[src/rtl/sha256_block_loader.sv]
// Byte-stream front end for the single-block SHA-256 core: assembles the padded
// block, pulses the core reset, waits for completion and captures the digest.
module sha256_block_loader #(
  parameter int RST_CYCLES   = 4,
  parameter int WAIT_TIMEOUT = 255
) (
  input  logic         clk,
  input  logic         reset,
  input  logic [7:0]   in_data,
  input  logic         in_valid,
  input  logic         in_last,
  output logic         in_ready,
  output logic [511:0] core_block,
  output logic         core_rst,
  input  logic         core_ready,
  input  logic [255:0] core_hash,
  output logic [255:0] digest,
  output logic         digest_valid,
  output logic         busy,
  output logic         err
);

  localparam int TMAX = (RST_CYCLES > WAIT_TIMEOUT) ? RST_CYCLES : WAIT_TIMEOUT;
  localparam int TW   = $clog2(TMAX + 1);
  localparam logic [TW-1:0] RST_LAST  = TW'(RST_CYCLES - 1);
  localparam logic [TW-1:0] WAIT_LAST = TW'(WAIT_TIMEOUT - 1);

  typedef enum logic [2:0] {
    S_IDLE, S_PAD, S_START, S_WAIT, S_SETTLE, S_DONE, S_DRAIN
  } state_t;

  state_t        state, state_d;
  logic [5:0]    cnt;
  logic [TW-1:0] tmr;
  logic [8:0]    bpos;
  logic          accept, err_set, clr;

  assign in_ready     = ~reset & ((state == S_IDLE) | (state == S_DRAIN));
  assign core_rst     = ~reset & (state == S_START);
  assign busy         = (state != S_IDLE);
  assign digest_valid = (state == S_DONE);
  assign accept       = in_valid & in_ready;
  // Byte position cnt lives at the top of the block, first byte in [511:504].
  assign bpos         = 9'd511 - {cnt, 3'b000};
  assign clr          = err_set | (state == S_DONE);

  always_comb begin
    state_d = state;
    err_set = 1'b0;
    case (state)
      S_IDLE:
        if (accept) begin
          if (cnt == 6'd55) begin
            if (in_last) err_set = 1'b1;
            else         state_d = S_DRAIN;
          end else if (in_last) begin
            state_d = S_PAD;
          end
        end
      S_PAD:    state_d = S_START;
      S_START:  if (tmr == RST_LAST) state_d = S_WAIT;
      S_WAIT:
        if (core_ready) state_d = S_SETTLE;
        else if (tmr == WAIT_LAST) begin
          err_set = 1'b1;
          state_d = S_IDLE;
        end
      S_SETTLE: state_d = S_DONE;
      S_DONE:   state_d = S_IDLE;
      S_DRAIN:
        if (accept && in_last) begin
          err_set = 1'b1;
          state_d = S_IDLE;
        end
      default:  state_d = S_IDLE;
    endcase
  end

  always_ff @(posedge clk) begin
    if (reset) begin
      state      <= S_IDLE;
      cnt        <= '0;
      tmr        <= '0;
      core_block <= '0;
      digest     <= '0;
      err        <= 1'b0;
    end else begin
      state <= state_d;
      err   <= err_set;

      // One timer serves both the reset pulse and the completion wait.
      if (clr || state_d != state) tmr <= '0;
      else if (state == S_START || state == S_WAIT) tmr <= tmr + 1'b1;

      if (clr) begin
        core_block <= '0;
        cnt        <= '0;
      end else if (state == S_IDLE && accept) begin
        core_block[bpos -: 8] <= in_data;
        cnt                   <= cnt + 6'd1;
      end else if (state == S_PAD) begin
        core_block[bpos -: 8] <= 8'h80;
        core_block[63:0]      <= {55'd0, cnt, 3'b000};
      end

      if (state == S_SETTLE) digest <= core_hash;
    end
  end

endmodule

[config.mk]
export PLATFORM = sky130hd
export DESIGN_NAME = sha256_block_loader
export DESIGN_NICKNAME = d
export VERILOG_FILES = /design/src/rtl/sha256_block_loader.sv
export SDC_FILE = /design/constraint.sdc
export NUM_CORES = 2
export LEC_CHECK = 0
export ABC_AREA = 1
export CAP_MARGIN = 20
export CORE_AREA = 3 3 401 403
export CTS_CLUSTER_SIZE = 12
export DETAILED_ROUTE_END_ITERATION = 8
export DIE_AREA = 0 0 404 406
export HOLD_SLACK_MARGIN = 0.12
export MAX_ROUTING_LAYER = met4
export SKIP_LAST_GASP = 1
export SLEW_MARGIN = 25
export SYNTH_ARGS = -nofsm -noshare
export SYNTH_HDL_FRONTEND = slang
export SYNTH_SLANG_ARGS = --single-unit
[constraint.sdc]
create_clock -name clk -period 3.5 [get_ports clk]
set_input_delay 0.35 -clock clk [delete_from_list [all_inputs] [get_ports clk]]
set_output_delay 0.35 -clock clk [all_outputs]
set_load 0.1 [all_outputs]
==> key figures <==
Outcome
  • Status: finished clean

Die
  • Die ar.: 0.164 mm²
  • Core Region: 0.158 mm²
  • Initial core utilization: 0.189
  • # rows: 146
  • Width of the die: 404 µm
  • # IOs: 1042
  • Die Height: 406 µm

Yosys
  • Synth Flop Type: dfxtp_1
  • Syn avg cell area: 7.66 µm²
  • YS warnings: 0
  • Cell with the most instances after synthesis: nor2_1
  • Post-synth top cells: nor2_1, dfxtp_1, nand2_1
  • Netlist cell types: 40
  • Syn nets: 4177
  • Synthesis-stage register bit count: 786
  • Cell taking the most area after synthesis: dfxtp_1
  • FFs w/ async S/R, synth: 0
  • EDFF count, synth: 0
  • Synthesized area: 0.0299 mm²
  • Post-Synthesis Cells: 3900
  • Yosys top cell area share: 0.527
  • Seq/Total Area, Yosys: 0.527
  • Main area contributors after synthesis: dfxtp_1, nor2_1, nand2_1, a21oi_1, o21ai_0

Timing
  • RSZ-0062 raised after global routing: no
  • Worst slew pin tran: 1.12 ns
  • Final hold vios: 0
  • Setup violators final: 0
  • Setup tns final: 0 ns
  • Fmax achieved: 315 MHz
  • Slew Limit Headroom: 0.248
  • Final Cycle Share: 0.907
  • Hold slack: 0.274 ns
  • Skew final: 0.0369 ns
  • Max-slew violations: 0
  • Minimum clock period: 3.17 ns

Clock tree
  • Worst skew pair latency: 0.71 ns
  • H-tree depth: 3
  • CTS tree: done
  • Setup repair bufs after CTS: 0
  • Clock Tree Root: clkbuf_16
  • CTS Buf Count: 94
  • # hold bufs at CTS: 0
  • Clock Sinks: 786
  • Deepest clock path buffer count: 3
  • Resized cells post-CTS: 0
  • CTS clk-pin slew, worst paths: 0.06 ns

Global routing
  • Total global-route track usage: 0.217
  • GRT Residual Overflow: 0
  • Initial antenna violation count: 57
  • First-pass GRT wire length: 244000 µm
  • Pin count of the biggest net entering global routing: 161
  • Number of global-route vias before repair: 30301

Cells and area
  • Nets: 5166
  • Layout cells sized above 1: 0.112
  • Final Util: 0.288
  • Area Growth Syn to Fin: 52.3%

Routing
  • Number of detailed-routing iterations run before antenna repair: 6
  • Post-route ant nets: 0
  • DRT iter0 DRCs: 2432
  • Drt via density: 4.51
  • Routed via count: 31838
  • Post-Route WL: 182000 µm
  • Remaining DRCs: 0
  • WL per Instance: 25.8 µm

Placement
  • Detail Placement HPWL: 147000 µm
  • Final Wtd Congestion: 0.968
  • PortBufs: 1041

Worst setup path
  • CP Max Fanout: 17
  • Setup CP Type: reg -> reg
  • Worst EP required: 4.06 ns
  • WP data arrival: 3.73 ns
  • Worst Setup End Kind: flop
  • Crit start category: flop

Pwr
  • Final Power: 20400 µW
  • Leak pwr: 0.0158 µW
  • Maximum VDD drop: 409 µV
  • PwrDens: 449 mW/mm²

Job
  • Max Cap Viol: 0

Worst hold path
  • Hold/Removal Path Class: in -> reg
-- cells in the final DEF, fill, tap and decap left out, types with 37 or more instances in the layout --
cell type	n
inv_1	114
nor2_1	807
dfxtp_1	783
nand4_1	47
clkdlybuf4s50_1	841
nand3_1	276
a21oi_1	449
or2_2	37
o21ai_0	279
nand2_1	649
clkbuf_16	95
buf_4	254
nor3_1	40
-- path summary, 6_finish.rpt --
path / end / depth (start not counted) / startpoint / slack [ns]
max: core_block[167]$_SDFFE_PP0P_ / 7 / cnt[1]$_SDFFE_PP0P_ / 0.33
min: digest[179]$_SDFFE_PP0N_ / 3 / core_hash[179] / 0.27
max reg2reg: core_block[167]$_SDFFE_PP0P_ / 7 / cnt[1]$_SDFFE_PP0P_ / 0.33
min reg2reg: core_block[148]$_SDFFE_PP0P_ / 2 / core_block[148]$_SDFFE_PP0P_ / 0.46
-- per-layer routing --
metal  up-vias  global-route usage  wire length (µm)
met2      1429               0.375             89500
li1      14948                   -                 -
met1     15158               0.228             67100
met3       303              0.0714             16800
met5         -                   -                 0
met4         0              0.0889              8670
-- layout make-up --
class                   count  area [µm²]
clock inverters            44         561
fillers                 17037      112000
diodes                     28        70.1
clock buffers             125        2660
inverters                 132         513
flip-flops and latches    786       15700
repair buffers           1126       10700
multi-input cells        2749       12600
well taps                2072        2590
-- per-stage QoR --
stage	cell area (µm²)	cells	setup slack, ns
final	45500	7062	0.325
after global routing	45500	7061	0.141
after CTS	45400	7034	0.367
after detailed placement	42200	6865	0.367
after global placement	42200	6864	0.244
after floorplan	29900	3900	0.0235
-- registers in the layout, indices dropped and copies added, names as in the netlist --
name and count:
err 1, digest 256, core_block 512, state 3
tmr 8, cnt 6
-- power breakdown --
| part | leakage, µW | total (µW) | internal, µW | switching, µW |
|---|---|---|---|---|
| registers | 0.00633 | 8980 | 8960 | 16.3 |
| clock network | 0.00158 | 10300 | 6040 | 4250 |
| logic | 0.00793 | 1150 | 412 | 734 |
-- cell families after synthesis --
group,share of synthesized area
XOR/XNOR,0.00235
AND/OR/NAND/NOR,0.273
flip-flops,0.527
buffers and inverters,0.0527
adder cells (fa/ha/maj),0.00335
AO/OA/AOI/OAI,0.142
-- critical path: stages, from the launching register on --
cell,delay (ns)
dfxtp_1,0.67
ha_1,0.38
ha_1,0.46
inv_1,0.21
nor3_2,0.73
nand2_2,0.30
a21oi_1,0.22
nor2_1,0.05
Power figures use the tool's default switching activity.
